`config.mk`:
```
export PLATFORM = sky130hd
export DESIGN_NAME = seg7_scan_driver
export DESIGN_NICKNAME = d
export VERILOG_FILES = /design/src/rtl/seg7_pkg.sv /design/src/rtl/bcd_to_seg7.sv /design/src/rtl/seg7_scan_driver.sv
export SDC_FILE = /design/constraint.sdc
export NUM_CORES = 1
export LEC_CHECK = 0
export BUFFER_PORTS_ARGS = -buffer_cell sky130_fd_sc_hd__buf_2
export CAP_MARGIN = 5
export CORE_ASPECT_RATIO = 1.5
export CORE_MARGIN = 8
export CORE_UTILIZATION = 35
export CTS_BUF_LIST = sky130_fd_sc_hd__clkbuf_8
export CTS_CLUSTER_DIAMETER = 40
export CTS_CLUSTER_SIZE = 40
export DETAILED_ROUTE_END_ITERATION = 10
export GPL_TIMING_DRIVEN = 1
export HOLD_SLACK_MARGIN = 0.02
export PLACE_DENSITY = 0.66
export SLEW_MARGIN = 10
export SYNTH_ARGS = -nofsm -noshare
export SYNTH_HDL_FRONTEND = slang
export SYNTH_SLANG_ARGS = --single-unit
```
`constraint.sdc`:
```
create_clock -name clk -period 2.2 [get_ports clk]
set_clock_uncertainty 0.1 [all_clocks]
set_input_delay 0.11 -clock clk [delete_from_list [all_inputs] [get_ports clk]]
set_output_delay 0.11 -clock clk [all_outputs]
set_load 0.01 [all_outputs]
```
`src/rtl/seg7_pkg.sv`:
```
// Shared segment encodings and helpers for the 7-segment scan driver.
// Patterns are active-high with bit0 = a ... bit6 = g.
package seg7_pkg;

    localparam logic [6:0] SEG_0    = 7'h3F;
    localparam logic [6:0] SEG_1    = 7'h06;
    localparam logic [6:0] SEG_2    = 7'h5B;
    localparam logic [6:0] SEG_3    = 7'h4F;
    localparam logic [6:0] SEG_4    = 7'h66;
    localparam logic [6:0] SEG_5    = 7'h6D;
    localparam logic [6:0] SEG_6    = 7'h7D;
    localparam logic [6:0] SEG_7    = 7'h07;
    localparam logic [6:0] SEG_8    = 7'h7F;
    localparam logic [6:0] SEG_9    = 7'h6F;
    localparam logic [6:0] SEG_DASH = 7'h40;
    localparam logic [6:0] SEG_OFF  = 7'h00;

    // Non-BCD codes (10..15) show a dash so a corrupted counter is visible.
    function automatic logic [6:0] bcd_to_seg(input logic [3:0] bcd);
        logic [6:0] pattern;
        case (bcd)
            4'd0:    pattern = SEG_0;
            4'd1:    pattern = SEG_1;
            4'd2:    pattern = SEG_2;
            4'd3:    pattern = SEG_3;
            4'd4:    pattern = SEG_4;
            4'd5:    pattern = SEG_5;
            4'd6:    pattern = SEG_6;
            4'd7:    pattern = SEG_7;
            4'd8:    pattern = SEG_8;
            4'd9:    pattern = SEG_9;
            default: pattern = SEG_DASH;
        endcase
        return pattern;
    endfunction

    function automatic logic [6:0] seg_polarity(input logic [6:0] pattern, input logic active_low);
        return active_low ? ~pattern : pattern;
    endfunction

endpackage

```
`src/rtl/bcd_to_seg7.sv`:
```
// Combinational BCD to active-high 7-segment decoder.
module bcd_to_seg7
    import seg7_pkg::*;
(
    input  logic [3:0] bcd_i,
    output logic [6:0] seg_o
);

    assign seg_o = bcd_to_seg(bcd_i);

endmodule

```
`src/rtl/seg7_scan_driver.sv`:
```
// Time-multiplexed 7-segment driver: refresh prescaler, digit scan, frame-coherent
// snapshot of the BCD inputs, leading-zero blanking and registered pin outputs.
module seg7_scan_driver
    import seg7_pkg::*;
#(
    parameter int NUM_DIGITS     = 4,
    parameter int REFRESH_DIV    = 1000,
    parameter int SEG_ACTIVE_LOW = 1,
    parameter int AN_ACTIVE_LOW  = 1
) (
    input  logic                      clk,
    input  logic                      reset,
    input  logic [4*NUM_DIGITS-1:0]   digits_in,
    input  logic [NUM_DIGITS-1:0]     dp_in,
    input  logic                      blank_lz,
    output logic [NUM_DIGITS-1:0]     an,
    output logic [6:0]                seg,
    output logic                      dp,
    output logic                      frame_start
);

    localparam int CNT_W = $clog2(REFRESH_DIV);
    localparam int IDX_W = $clog2(NUM_DIGITS);

    localparam logic [CNT_W-1:0]      CNT_LAST    = CNT_W'(REFRESH_DIV - 1);
    localparam logic [IDX_W-1:0]      IDX_LAST    = IDX_W'(NUM_DIGITS - 1);
    localparam logic                  SEG_LOW     = (SEG_ACTIVE_LOW != 0);
    localparam logic                  AN_LOW      = (AN_ACTIVE_LOW != 0);
    localparam logic [NUM_DIGITS-1:0] AN_IDLE     = AN_LOW ? '1 : '0;
    localparam logic [6:0]            SEG_IDLE    = seg_polarity(SEG_OFF, SEG_LOW);
    localparam logic                  DP_IDLE     = SEG_LOW;

    logic [CNT_W-1:0]      cnt_q, cnt_d;
    logic [IDX_W-1:0]      idx_q, idx_d;
    logic [3:0]            snap_q [NUM_DIGITS];
    logic [3:0]            snap_d [NUM_DIGITS];
    logic [NUM_DIGITS-1:0] snap_dp_q, snap_dp_d;
    logic                  frame_start_q, frame_start_d;
    logic [NUM_DIGITS-1:0] an_q, an_d;
    logic [6:0]            seg_q, seg_d;
    logic                  dp_q, dp_d;

    logic                  cnt_wrap;
    logic                  frame_wrap;
    logic [NUM_DIGITS:0]   zeros_from;
    logic                  blank_cur;
    logic [NUM_DIGITS-1:0] an_onehot;
    logic [3:0]            cur_digit;
    logic [6:0]            cur_seg;

    // Scan timing and snapshot capture; the snapshot only changes as idx wraps to 0.
    always_comb begin
        cnt_wrap      = (cnt_q == CNT_LAST);
        frame_wrap    = cnt_wrap && (idx_q == IDX_LAST);
        cnt_d         = cnt_wrap ? '0 : cnt_q + CNT_W'(1);
        idx_d         = idx_q;
        snap_d        = snap_q;
        snap_dp_d     = snap_dp_q;
        frame_start_d = frame_wrap;
        if (cnt_wrap) begin
            idx_d = (idx_q == IDX_LAST) ? '0 : idx_q + IDX_W'(1);
        end
        if (frame_wrap) begin
            for (int i = 0; i < NUM_DIGITS; i++) begin
                snap_d[i] = digits_in[4*i +: 4];
            end
            snap_dp_d = dp_in;
        end
    end

    // zeros_from[i] is set when snapshot digits NUM_DIGITS-1 down to i are all zero.
    always_comb begin
        zeros_from[NUM_DIGITS] = 1'b1;
        for (int i = NUM_DIGITS - 1; i >= 0; i--) begin
            zeros_from[i] = zeros_from[i+1] && (snap_q[i] == 4'd0);
        end
    end

    assign cur_digit = snap_q[idx_q];
    assign blank_cur = blank_lz && (idx_q != '0) && zeros_from[idx_q];

    bcd_to_seg7 u_decoder (
        .bcd_i (cur_digit),
        .seg_o (cur_seg)
    );

    // Blanked digits keep their anode so every digit has the same duty cycle.
    always_comb begin
        an_onehot        = '0;
        an_onehot[idx_q] = 1'b1;
        an_d             = AN_LOW ? ~an_onehot : an_onehot;
        seg_d            = seg_polarity(blank_cur ? SEG_OFF : cur_seg, SEG_LOW);
        dp_d             = SEG_LOW ? ~snap_dp_q[idx_q] : snap_dp_q[idx_q];
    end

    // NOTE: the snapshot array is reset too, so the first frame shows a defined "0".
    always_ff @(posedge clk) begin
        if (reset) begin
            cnt_q         <= '0;
            idx_q         <= '0;
            snap_q        <= '{default: '0};
            snap_dp_q     <= '0;
            frame_start_q <= 1'b0;
            an_q          <= AN_IDLE;
            seg_q         <= SEG_IDLE;
            dp_q          <= DP_IDLE;
        end else begin
            cnt_q         <= cnt_d;
            idx_q         <= idx_d;
            snap_q        <= snap_d;
            snap_dp_q     <= snap_dp_d;
            frame_start_q <= frame_start_d;
            an_q          <= an_d;
            seg_q         <= seg_d;
            dp_q          <= dp_d;
        end
    end

    assign an          = an_q;
    assign seg         = seg_q;
    assign dp          = dp_q;
    assign frame_start = frame_start_q;

endmodule

```
### Yosys cells after proc, flatten, opt, wreduce, memory -nomap -nowiden

Memories as Yosys holds them, arrays and structs flattened.
Index checks and enable logic that the tools add are counted.

* register bits after elaboration: 45
* ROM bits: 112
* output and inout bits: 13
* logic and storage cells: 48
* memories kept: 1

Memories
* (name not given): words 16, bits a word 7, read ports 1, clocked after Yosys merged registers in 0, write ports 0, RTL line seg7_pkg.sv:21 `case (bcd)`

* add/sub/neg operators: 2
* magnitude comparators: 4
* equality and inequality tests: 2
* multiplexer cells: 11
* bitwise operators: 4
* reduce and logical (&&, ||, !) cells: 13

Operators by type and width (number)
* logical NOT 4 bit: 4
* adder 10 x 1 -> 10 bit, second input constant: 1
* == test 10 bit, second input constant: 1
* binary-select mux 4 bit (select 2 bit): 1
* 2-to-1 mux 4 bit: 2
* logical AND 1 bit: 7
* 2-to-1 mux 7 bit: 1
* inverter 7 bit: 1
* binary-select mux 1 bit (select 2 bit): 2
* less-than comparator 2 x 4 -> 1 bit, second input constant: 1
* inverter 4 bit: 1
* greater-or-equal comparator 3 bit, second input constant: 1
* less-than comparator 2 x 3 -> 1 bit, second input constant: 1
* 2-to-1 mux 1 bit: 3
* inverter 2 -> 3 bit: 1
* adder 2 x 1 -> 2 bit, second input constant: 1
* demux 1 bit (select 2 bit): 1
* == test 2 bit, second input constant: 1
* greater-or-equal comparator 2 x 1 -> 1 bit, second input constant: 1
* 2-to-1 mux 2 bit: 1
* nonzero test 2 bit: 1
* OR reduction 2 bit: 1
* inverter 1 bit: 1

### Depth between registers and ports, before layout

Gate-level depths: netlist (run 1).

* word-level depth: 9
* gate-level depth with buffers: 8

### Cells and area by module

From an unflattened synthesis (run 1), not the netlist that was laid out.

* cells, all modules: 236
* area total of the unflattened synthesis: 2349.8 sq um

By module, submodules not included
* seg7_scan_driver: instances 1, cells an instance 207, area each 2117.0 sq um, sequential area each 900.9 sq um
* bcd_to_seg7: instances 1, cells an instance 29, area each 232.7 sq um, sequential area each 0.0 sq um

### Least setup slack after synthesis (run 1)

Ideal clock, no wire load.

* kind: flip-flop to flip-flop
* start point: register idx_q[0]
* end point: register seg_q[3], in the netlist seg[3]
* setup time: 0.137 ns
* arrival: 1.771 ns
* setup slack: 0.191 ns
* cell stages (with the launch flop): 9
* clock period less this slack: 2.009 ns
* cell sequence: dfxtp_1 > buf_6 > mux4_1 > inv_1 > ha_1 > inv_1 > or2_0 > mux2i_1 > nand3_1

* longest elaborated chain between the ends: 7
* elaborated cells between the ends (all ways): 12
* classes of those cells: 6 x mux; 2 x bitwise; 3 x reduce/logical; 1 x memory

Ends and longest elaborated chain
* from (decl): RTL line seg7_scan_driver.sv:34 `logic [IDX_W-1:0] idx_q, idx_d;`
* from (signal assigned): RTL line seg7_scan_driver.sv:109 `idx_q <= idx_d;`
* inverter 2 -> 3 bit (implied by the code): RTL line seg7_scan_driver.sv:79 `assign cur_digit = snap_q[idx_q];`
* binary-select mux 4 bit (select 2 bit): RTL line seg7_scan_driver.sv:79
* 2-to-1 mux 4 bit (implied by the code) (2 in a row): RTL line seg7_scan_driver.sv:79
* memory read (16 x 7 bit)
* 2-to-1 mux 7 bit *: RTL line seg7_scan_driver.sv:92 `seg_d = seg_polarity(blank_cur ? SEG_OFF : cur_seg, SEG_LOW);`
* inverter 7 bit *: RTL line seg7_pkg.sv:38 `return active_low ? ~pattern : pattern;`
* to (signal assigned): RTL line seg7_scan_driver.sv:114 `seg_q <= seg_d;`
* to (decl): RTL line seg7_scan_driver.sv:40 `logic [6:0] seg_q, seg_d;`

Mark *: on every way between the ends. The rest lies on a longest branch, timed or not. The select of a mux whose other input is x is not followed.
A chain may end at the register's enable or synchronous reset.

### Worst setup path after layout (run 1)

Ends and elaborated chain as after synthesis.

==> impl_metrics.env, run 1 <==
export IMPL_status="completed"
export IMPL_cp_end_kind="flop"
export IMPL_syn_to_final_growth_pct=26.6
export IMPL_rrSetupSlack_ns=0.14
export IMPL_clkPwrFrac_pct=36.8
export IMPL_root_buffer="clkbuf_8"
export IMPL_hold_violations=0
export IMPL_fmaxAchievable_mhz=487
export IMPL_synth_seq_cells=45
export IMPL_crit_chain="mux4_1, inv_1, ha_1, inv_1, or2_0, mux2i_1, nand3_1"
export IMPL_cts_buffers=5
export IMPL_hold_path_class="in2reg"
export IMPL_cpMostUsedCell="inv_1"
export IMPL_cts_setup_buffers=0
export IMPL_syn_area_per_cell_um2=10.2
export IMPL_holdPathStages=3
export IMPL_post_route_period_util_pct=93.4
export IMPL_wl_um=4020
export IMPL_die_y_um=108
export IMPL_cts_num_sinks=45
export IMPL_remaining_drc_errors=0
export IMPL_cp_slowest_cell="mux4_1"
export IMPL_synth_warnings=0
export IMPL_grt_antenna_before_repair=0
export IMPL_dr_pass1_iters=4
export IMPL_die_w_um=77.6
export IMPL_pwr_density_cell_nw_per_um2=573
export IMPL_cp_max_fo=4
export IMPL_fin_nets=283
export IMPL_cts_htree_levels=2
export IMPL_synth_nets=228
export IMPL_grt_pass1_wl_um=7050
export IMPL_cp_data_arrival_time_ns=2.13
export IMPL_multi_input_area_um2=988
export IMPL_clkLatencyLatePin_ns=0.31
export IMPL_via_per_inst=4.65
export IMPL_synth_area_leader_cell="dfxtp_1"
export IMPL_seqCellArea_um2=902
export IMPL_synthesis_area_um2=1990
export IMPL_setup_violations=0
export IMPL_drv_slew=0
export IMPL_nFillCells=534
export IMPL_synth_cells=195
export IMPL_peakVddDrop_v=0.000274
export IMPL_combPwrFrac_pct=5.7
export IMPL_drive_gt1_share_pct=21.9
export IMPL_drt_iter0_drc=65
export IMPL_die_area_um2=8410
export IMPL_clk_path_buf_depth=2
export IMPL_maxCapViolCount=0
export IMPL_synth_top_area_share_pct=45.2
export IMPL_cpPeakStageDelay_ns=0.62
export IMPL_start_util_pct=36.3
export IMPL_leakagePower_nw=0.978
export IMPL_core_um2=5490
export IMPL_path_clk_slew_ns=0.09
export IMPL_place_ws_ns=0.106
export IMPL_antenna_left=0
export IMPL_setup_ws_ns=0.145
export IMPL_ios=36
export IMPL_reg2reg_depth=7
export IMPL_fp_row_count=33
export IMPL_period_minus_slack_ns=2.06
export IMPL_maxSlewHeadroom_pct=74.1
export IMPL_placed_area_um2=2220
export IMPL_finalSetupTns_ns=0
export IMPL_rsz0062_at_grt="no"
export IMPL_grt_pass1_vias=1520
export IMPL_swShare_pct=23.4
export IMPL_wl_per_cell_um=12.5
export IMPL_overflow=0
export IMPL_synth_area_leaders="dfxtp_1 (45%), mux2i_1 (12%), nor2_1 (6.6%)"
export IMPL_gp_congestion=0.803
export IMPL_synth_distinct_cells=34
export IMPL_start_kind="flop"
export IMPL_diodes=0
export IMPL_track_usage_pct=10.4
export IMPL_dp_hpwl_um=2960
export IMPL_io_buffers=35
export IMPL_grt_max_degree=25
export IMPL_cts_tree="built"
export IMPL_switching_power_uw=338
export IMPL_required_ns=2.28
export IMPL_p_int_mw=1.11
export IMPL_vias=1494
export IMPL_worstSetupPathType="reg2reg"
export IMPL_p_seq_share_pct=57.5
export IMPL_p_total_mw=1.44
export IMPL_worst_pin_slew_ns=0.388
export IMPL_ys_seq_area_share_pct=45.2
export IMPL_holdWs_ns=0.132
export IMPL_final_cell_area_um2=2520
-- per-layer routing --
layer	vias up	part of all wire, %	GRT usage, %
met4	0	2.3	6.23
met2	30	48	17.1
met5	-	0	0
met1	685	45	11.5
met3	6	4.6	3.16
li1	773	-	-
-- through the flow --
| stage | utilization [%] | instances |
|---|---|---|
| floorplan | - | 195 |
| global placement | 40.5 | 293 |
| detailed placement | 40.5 | 293 |
| CTS | 45.9 | 321 |
| global route | 45.9 | 321 |
| finish | 45.9 | 321 |
-- power by group through the flow --
stage	Combinational (mW)	Sequential (mW)	Clock, mW
final	0.0821	0.831	0.531
after global placement	0.0560	0.850	0
after detailed placement	0.0558	0.850	0
after CTS	0.0830	0.831	0.547
after floorplan	0.0202	0.853	0
after global routing	0.0921	0.833	0.589
-- registers in the layout, indices dropped and copies added, names as in the netlist --
name / cells
seg: 7
snap_q: 16
an: 4
snap_dp_q: 4
frame_start: 1
cnt_q: 10
dp: 1
idx_q: 2
-- Yosys cell counts, drive strengths merged --
cell type and n:
ha 10, buf 5, clkbuf 6, nor3b 1
xnor2 6, nor4 4, a21oi 2, nand4 2
nor3 5, o21ai 1, or2 2, xor2 3
nor4b 1, mux2 1, mux4 5, nand2 10
nand4b 1, and3 1, or3 1, dfxtp 45
nor2 35, o211ai 2, and2 2, o22ai 3
nand3b 1, mux2i 23, inv 8, a211o 1
nand2b 1, nand3 7
-- worst max-delay path, delay by kind of cell, from the launching register on --
| kind | cells | cell delay [ns] |
|---|---|---|
| muxes | 2 | 0.78 |
| DFF | 1 | 0.39 |
| and+or+nand+nor | 2 | 0.31 |
| buffers and inverters | 2 | 0.19 |
| adders and majority gates | 1 | 0.17 |
-- placed cells by master (no fill, tap or decap), types with 2 or more instances in the layout --
cell           netlist  routed
clkbuf_8             0       5
nor3_1               4       4
xor2_1               3       3
nand3_1              7       7
clkinv_4             0       2
ha_1                10      10
buf_4                0       3
a21oi_1              2       2
dfxtp_1             45      44
nor4_1               4       4
xnor2_1              6       6
dlygate4sd3_1        0      20
mux2i_1             23      23
inv_1                8       8
buf_2                1      35
or2_0                2       2
nand4_1              2       2
mux4_1               2       2
nand2_1             10      10
nor2_1              35      35
o22ai_1              3       3
o211ai_1             2       2
mux4_2               3       3
-- final timing paths --
kind	start	end
min reg2reg	cnt_q[0]	cnt_q[0]
max reg2reg	idx_q[0]	seg[3]
max	idx_q[0]	seg[3]
min	reset	dp
-- repair_timing --
action	in CTS	in global routing
gates resized for setup	0	1
hold buffers	20	0
endpoints found under the hold margin	20	0
setup endpoints to repair	0	1
-- logic make-up after synthesis --
kind of cell,after synthesis,synth area share [%]
flip-flops,45,45.2
adder cells (fa/ha/maj),10,6.28
multiplexers,29,18.2
AO/OA/AOI/OAI,9,2.89
buffers and inverters,19,5.15
AND/OR/NAND/NOR,74,18.3
XOR/XNOR,9,3.96
-- final cells by class --
cell class	instances	area share (%)
clock buffer	5	2.73
clock inverter	3	1.04
inverter	8	1.19
multi-input combinational	131	39.2
sequential	45	35.8
tap	70	3.47
timing repair buffer	59	16.6
(Power assumes the default switching activity.)
==> run 2, diff against run 1 <==
--- a/config.mk
+++ b/config.mk
@@ -8,7 +8,6 @@
 export BUFFER_PORTS_ARGS = -buffer_cell sky130_fd_sc_hd__buf_2
 export CAP_MARGIN = 5
 export CORE_ASPECT_RATIO = 1.5
-export CORE_MARGIN = 8
 export CORE_UTILIZATION = 35
 export CTS_BUF_LIST = sky130_fd_sc_hd__clkbuf_8
 export CTS_CLUSTER_DIAMETER = 40
==> impl_metrics.env, run 2 (synthesized netlist as in run 1, its figures left out) <==
export IMPL_status="completed"
export IMPL_worst_pin_slew_ns=0.407
export IMPL_maxCapViolCount=0
export IMPL_clkLatencyLatePin_ns=0.30
export IMPL_cts_htree_levels=2
export IMPL_remaining_drc_errors=0
export IMPL_reg2reg_from="idx_q[0]"
export IMPL_cp_data_arrival_time_ns=2.09
export IMPL_peakVddDrop_v=0.000298
export IMPL_postLayoutCoreUtil_pct=45.6
export IMPL_path_clk_slew_ns=0.08
export IMPL_overflow=0
export IMPL_cts_num_sinks=45
export IMPL_dp_hpwl_um=2680
export IMPL_grt_pass1_wl_um=6710
export IMPL_gp_congestion=0.830
export IMPL_die_area_um2=6000
export IMPL_diodes=0
export IMPL_clk_path_buf_depth=2
export IMPL_fp_row_count=33
export IMPL_required_ns=2.27
export IMPL_hold_start="reset"
export IMPL_crit_chain="mux4_1, inv_1, ha_1, inv_1, or2_0, mux2i_1, nand3_1"
export IMPL_hold_violations=0
export IMPL_ios=36
export IMPL_via_per_inst=4.69
export IMPL_final_common_cell="dfxtp_1"
export IMPL_cpMostUsedCell="inv_1"
export IMPL_cpPeakStageDelay_ns=0.63
export IMPL_die_w_um=63.6
export IMPL_fmaxAchievable_mhz=495
export IMPL_core_um2=5490
export IMPL_maxSlewHeadroom_pct=72.8
export IMPL_dr_pass1_iters=4
export IMPL_io_buffers=35
export IMPL_track_usage_pct=14.5
export IMPL_cp_startpoint="idx_q[0]"
export IMPL_syn_to_final_growth_pct=25.8
export IMPL_mostFrequentLayoutCells="dfxtp_1 (44), nor2_1 (35), buf_2 (35), mux2i_1 (23), dlygate4sd3_1 (20)"
export IMPL_top_register="snap_q"
export IMPL_p_int_mw=1.09
export IMPL_cts_setup_buffers=0
export IMPL_finalSetupTns_ns=0
export IMPL_clkPwrFrac_pct=35.4
export IMPL_setup_violations=0
export IMPL_cts_tree="built"
export IMPL_switching_power_uw=319
export IMPL_cp_max_fo=4
export IMPL_largest_reg_flops=16
export IMPL_grt_max_degree=25
export IMPL_wl_um=3780
export IMPL_fin_nets=282
export IMPL_combPwrFrac_pct=5.8
export IMPL_root_buffer="clkbuf_8"
export IMPL_antenna_left=0
export IMPL_p_seq_share_pct=58.8
export IMPL_cts_buffers=5
export IMPL_vias=1502
export IMPL_cp_slowest_cell="mux4_1"
export IMPL_hold_path_class="in2reg"
export IMPL_rsz0062_at_grt="no"
export IMPL_worstSetupPathType="reg2reg"
export IMPL_wl_per_cell_um=11.8
export IMPL_start_kind="flop"
export IMPL_pwr_density_cell_nw_per_um2=564
export IMPL_start_util_pct=36.3
export IMPL_cp_end_kind="flop"
export IMPL_post_route_period_util_pct=91.8
export IMPL_drv_slew=0
export IMPL_leakagePower_nw=0.968
export IMPL_period_minus_slack_ns=2.02
export IMPL_grt_pass1_vias=1441
export IMPL_swShare_pct=22.6
export IMPL_die_y_um=94.4
export IMPL_drive_gt1_share_pct=21.6
export IMPL_grt_antenna_before_repair=0
export IMPL_drt_iter0_drc=57
-- run 2: worst max-delay path: cells and delay by family, from the launching register on --
family / cells / cell delay [ns]
mux: 2 / 0.76
flops: 1 / 0.39
simple gates: 2 / 0.28
buf+inv: 2 / 0.18
fa+ha+maj: 1 / 0.17
-- run 2: repair_timing --
action	4_1_cts	5_1_grt
hold buffers	20	0
endpoints found under the setup margin	0	1
endpoints found under the hold margin	20	0
resized for setup	0	1
-- run 2: layout make-up --
| cell class | instances | area (µm²) |
|---|---|---|
| inverters | 8 | 30.0 |
| multi-input cells | 131 | 988 |
| clock inverters | 3 | 17.5 |
| fillers | 523 | 2990 |
| clock buffers | 5 | 68.8 |
| well taps | 70 | 87.6 |
| repair buffers | 58 | 410 |
| flip-flops and latches | 45 | 902 |
-- run 2: per-stage QoR --
| stage | power [mW] | area (µm²) | std cells | hold slack, ns | setup WS, ns |
|---|---|---|---|---|---|
| 2_1_floorplan | 0.873 | 1990 | 195 | 0.157 | 0.191 |
| 3_3_place_gp | 0.905 | 2220 | 292 | 0.243 | 0.195 |
| 3_5_place_dp | 0.906 | 2220 | 292 | 0.252 | 0.120 |
| 4_1_cts | 1.43 | 2500 | 320 | 0.129 | 0.110 |
| 5_1_grt | 1.47 | 2500 | 320 | 0.175 | 0.0475 |
| 6_report | 1.41 | 2500 | 320 | 0.129 | 0.181 |
-- run 2: path summary, 6_finish.rpt --
check	end	slack (ns)	depth (start not counted)
worst min register to register	cnt_q[0]	0.35	1
worst min-delay path	seg[0]	0.13	3
worst max register to register	seg[3]	0.18	7
worst max-delay path	seg[3]	0.18	7
-- run 2: routing by layer --
metal | global-route usage (%) | vias to the layer above | part of all wire, %
li1 | - | 771 | -
met1 | 17.0 | 692 | 46
met2 | 24.5 | 33 | 48
met3 | 3.14 | 6 | 3.8
met4 | 7.95 | 0 | 2.0
met5 | 0 | - | 0
-- run 2: power by group through the flow --
| stage | registers, mW | clock network [mW] | logic [mW] |
|---|---|---|---|
| 6_report | 0.830 | 0.500 | 0.0821 |
| 5_1_grt | 0.832 | 0.548 | 0.0914 |
| 4_1_cts | 0.831 | 0.516 | 0.0825 |
| 3_5_place_dp | 0.850 | 0 | 0.0560 |
| 3_3_place_gp | 0.850 | 0 | 0.0557 |
| 2_1_floorplan | 0.853 | 0 | 0.0202 |
==> run 3, diff against run 2 <==
--- a/config.mk
+++ b/config.mk
@@ -15,7 +15,9 @@
 export DETAILED_ROUTE_END_ITERATION = 10
 export GPL_TIMING_DRIVEN = 1
 export HOLD_SLACK_MARGIN = 0.02
+export MAX_ROUTING_LAYER = met4
 export PLACE_DENSITY = 0.66
+export SETUP_SLACK_MARGIN = 0.3
 export SLEW_MARGIN = 10
 export SYNTH_ARGS = -nofsm -noshare
 export SYNTH_HDL_FRONTEND = slang
==> impl_metrics.env, run 3 (synthesized netlist as in run 1, its figures left out) <==
export IMPL_status="completed"
export IMPL_start_kind="flop"
export IMPL_antenna_left=0
export IMPL_reg2reg_from="idx_q[0]"
export IMPL_reg2reg_depth=5
export IMPL_root_buffer="clkbuf_8"
export IMPL_core_um2=5490
export IMPL_largest_reg_flops=16
export IMPL_worst_pin_slew_ns=0.375
export IMPL_cp_end_kind="flop"
export IMPL_maxSlewHeadroom_pct=75.0
export IMPL_clk_path_buf_depth=2
export IMPL_rrSetupSlack_ns=0.33
export IMPL_cts_num_sinks=45
export IMPL_p_int_mw=1.12
export IMPL_holdPathStages=3
export IMPL_swShare_pct=20.7
export IMPL_top_register="snap_q"
export IMPL_grt_max_degree=25
export IMPL_syn_to_final_growth_pct=30.4
export IMPL_leakagePower_nw=1.00
export IMPL_drv_slew=0
export IMPL_clkLatencyLatePin_ns=0.29
export IMPL_p_seq_share_pct=58.9
export IMPL_post_route_period_util_pct=84.9
export IMPL_cts_htree_levels=2
export IMPL_grt_pass1_wl_um=6560
export IMPL_cts_buffers=5
export IMPL_required_ns=2.26
export IMPL_peakVddDrop_v=0.000237
export IMPL_vias=1514
export IMPL_postLayoutCoreUtil_pct=47.3
export IMPL_via_per_inst=4.67
export IMPL_start_util_pct=36.3
export IMPL_setup_violations=0
export IMPL_path_clk_slew_ns=0.08
export IMPL_cp_max_fo=5
export IMPL_ios=36
export IMPL_die_y_um=94.4
export IMPL_die_area_um2=6000
export IMPL_final_common_cell="dfxtp_1"
export IMPL_diodes=0
export IMPL_maxCapViolCount=0
export IMPL_gp_congestion=0.842
export IMPL_mostFrequentLayoutCells="dfxtp_1 (41), nor2_1 (35), buf_2 (35), mux2i_1 (23), dlygate4sd3_1 (20)"
export IMPL_grt_pass1_vias=1391
export IMPL_remaining_drc_errors=0
export IMPL_fp_row_count=33
export IMPL_drt_iter0_drc=48
export IMPL_pwr_density_cell_nw_per_um2=544
export IMPL_whs_endpoint="dp"
export IMPL_switching_power_uw=292
export IMPL_die_w_um=63.6
export IMPL_dp_hpwl_um=2690
export IMPL_final_cell_area_um2=2600
export IMPL_dr_pass1_iters=4
export IMPL_wl_um=3940
export IMPL_place_ws_ns=0.275
export IMPL_cp_data_arrival_time_ns=1.93
export IMPL_rsz0062_at_grt="yes"
export IMPL_setup_ws_ns=0.333
export IMPL_hold_violations=0
export IMPL_hold_path_class="in2reg"
export IMPL_r2r_end="seg[3]"
export IMPL_grt_antenna_before_repair=0
export IMPL_cts_tree="built"
export IMPL_worstSetupPathType="reg2reg"
export IMPL_overflow=0
export IMPL_nFillCells=513
export IMPL_clkPwrFrac_pct=35.1
export IMPL_finalSetupTns_ns=0
export IMPL_fmaxAchievable_mhz=536
export IMPL_period_minus_slack_ns=1.87
export IMPL_track_usage_pct=14.4
export IMPL_drive_gt1_share_pct=26.4
export IMPL_fin_nets=287
export IMPL_placed_area_um2=2230
export IMPL_combPwrFrac_pct=6.0
export IMPL_hold_start="reset"
export IMPL_wl_per_cell_um=12.2
export IMPL_io_buffers=35
==> run 3: power by group through the flow <==
| stage | clock, mW | sequential (mW) | combinational, mW |
|---|---|---|---|
| 3_3_place_gp | 0 | 0.850 | 0.0557 |
| 6_report | 0.496 | 0.832 | 0.0846 |
| 5_1_grt | 0.554 | 0.833 | 0.0937 |
| 4_1_cts | 0.521 | 0.829 | 0.0829 |
| 2_1_floorplan | 0 | 0.853 | 0.0202 |
| 3_5_place_dp | 0 | 0.849 | 0.0560 |
==> run 3: routing by layer <==
metal  global-route usage [%]  part of all wire [%]
met4                     5.68                   1.7
met2                     23.3                    49
met1                     17.3                    46
met5                        -                     0
met3                     3.02                   3.0
==> run 3: how the worst max path moves through the flow <==
| stage | start | depth (start not counted) | end | slack [ns] |
|---|---|---|---|---|
| after floorplan | idx_q[0] | 8 | seg[3] | 0.30 |
| after global placement | idx_q[0] | 7 | seg[3] | 0.33 |
| after detailed placement | idx_q[0] | 7 | seg[3] | 0.27 |
| after CTS | idx_q[0] | 5 | seg[0] | 0.32 |
| after global routing | idx_q[0] | 5 | seg[0] | 0.27 |
| final | idx_q[0] | 5 | seg[3] | 0.33 |
==> run 3: stage by stage <==
step	power (mW)	hold slack, ns	std cells
floorplan	0.873	0.157	195
global route	1.48	0.163	324
CTS	1.43	0.117	321
detailed placement	0.905	0.252	293
finish	1.41	0.121	324
global placement	0.905	0.246	293
==> run 3: final cells by class <==
type / instances / area, µm² / share of cell area (%)
well taps: 70 / 87.6 / 3.37
clock buffers: 6 / 82.6 / 3.18
multi-input cells: 131 / 1020 / 39.2
clock inverters: 1 / 3.75 / 0.145
repair buffers: 63 / 465 / 17.9
flip-flops and latches: 45 / 908 / 35.0
inverters: 8 / 32.5 / 1.25
==> run 3: what timing repair did <==
action                                 4_1_cts  5_1_grt
buffers inserted                             1        2
endpoints found under the hold margin       20        0
hold buffers                                20        0
pin swaps                                    0        2
cloned                                       0        1
gates resized for setup                      1        8
setup endpoints to repair                    2       31
==> run 3: worst max-delay path, cell delays in order (launching register included) <==
cell,delay (ns)
dfxtp_4,0.39
mux4_2,0.56
ha_2,0.20
mux2_2,0.27
mux2i_1,0.14
nand3_1,0.09
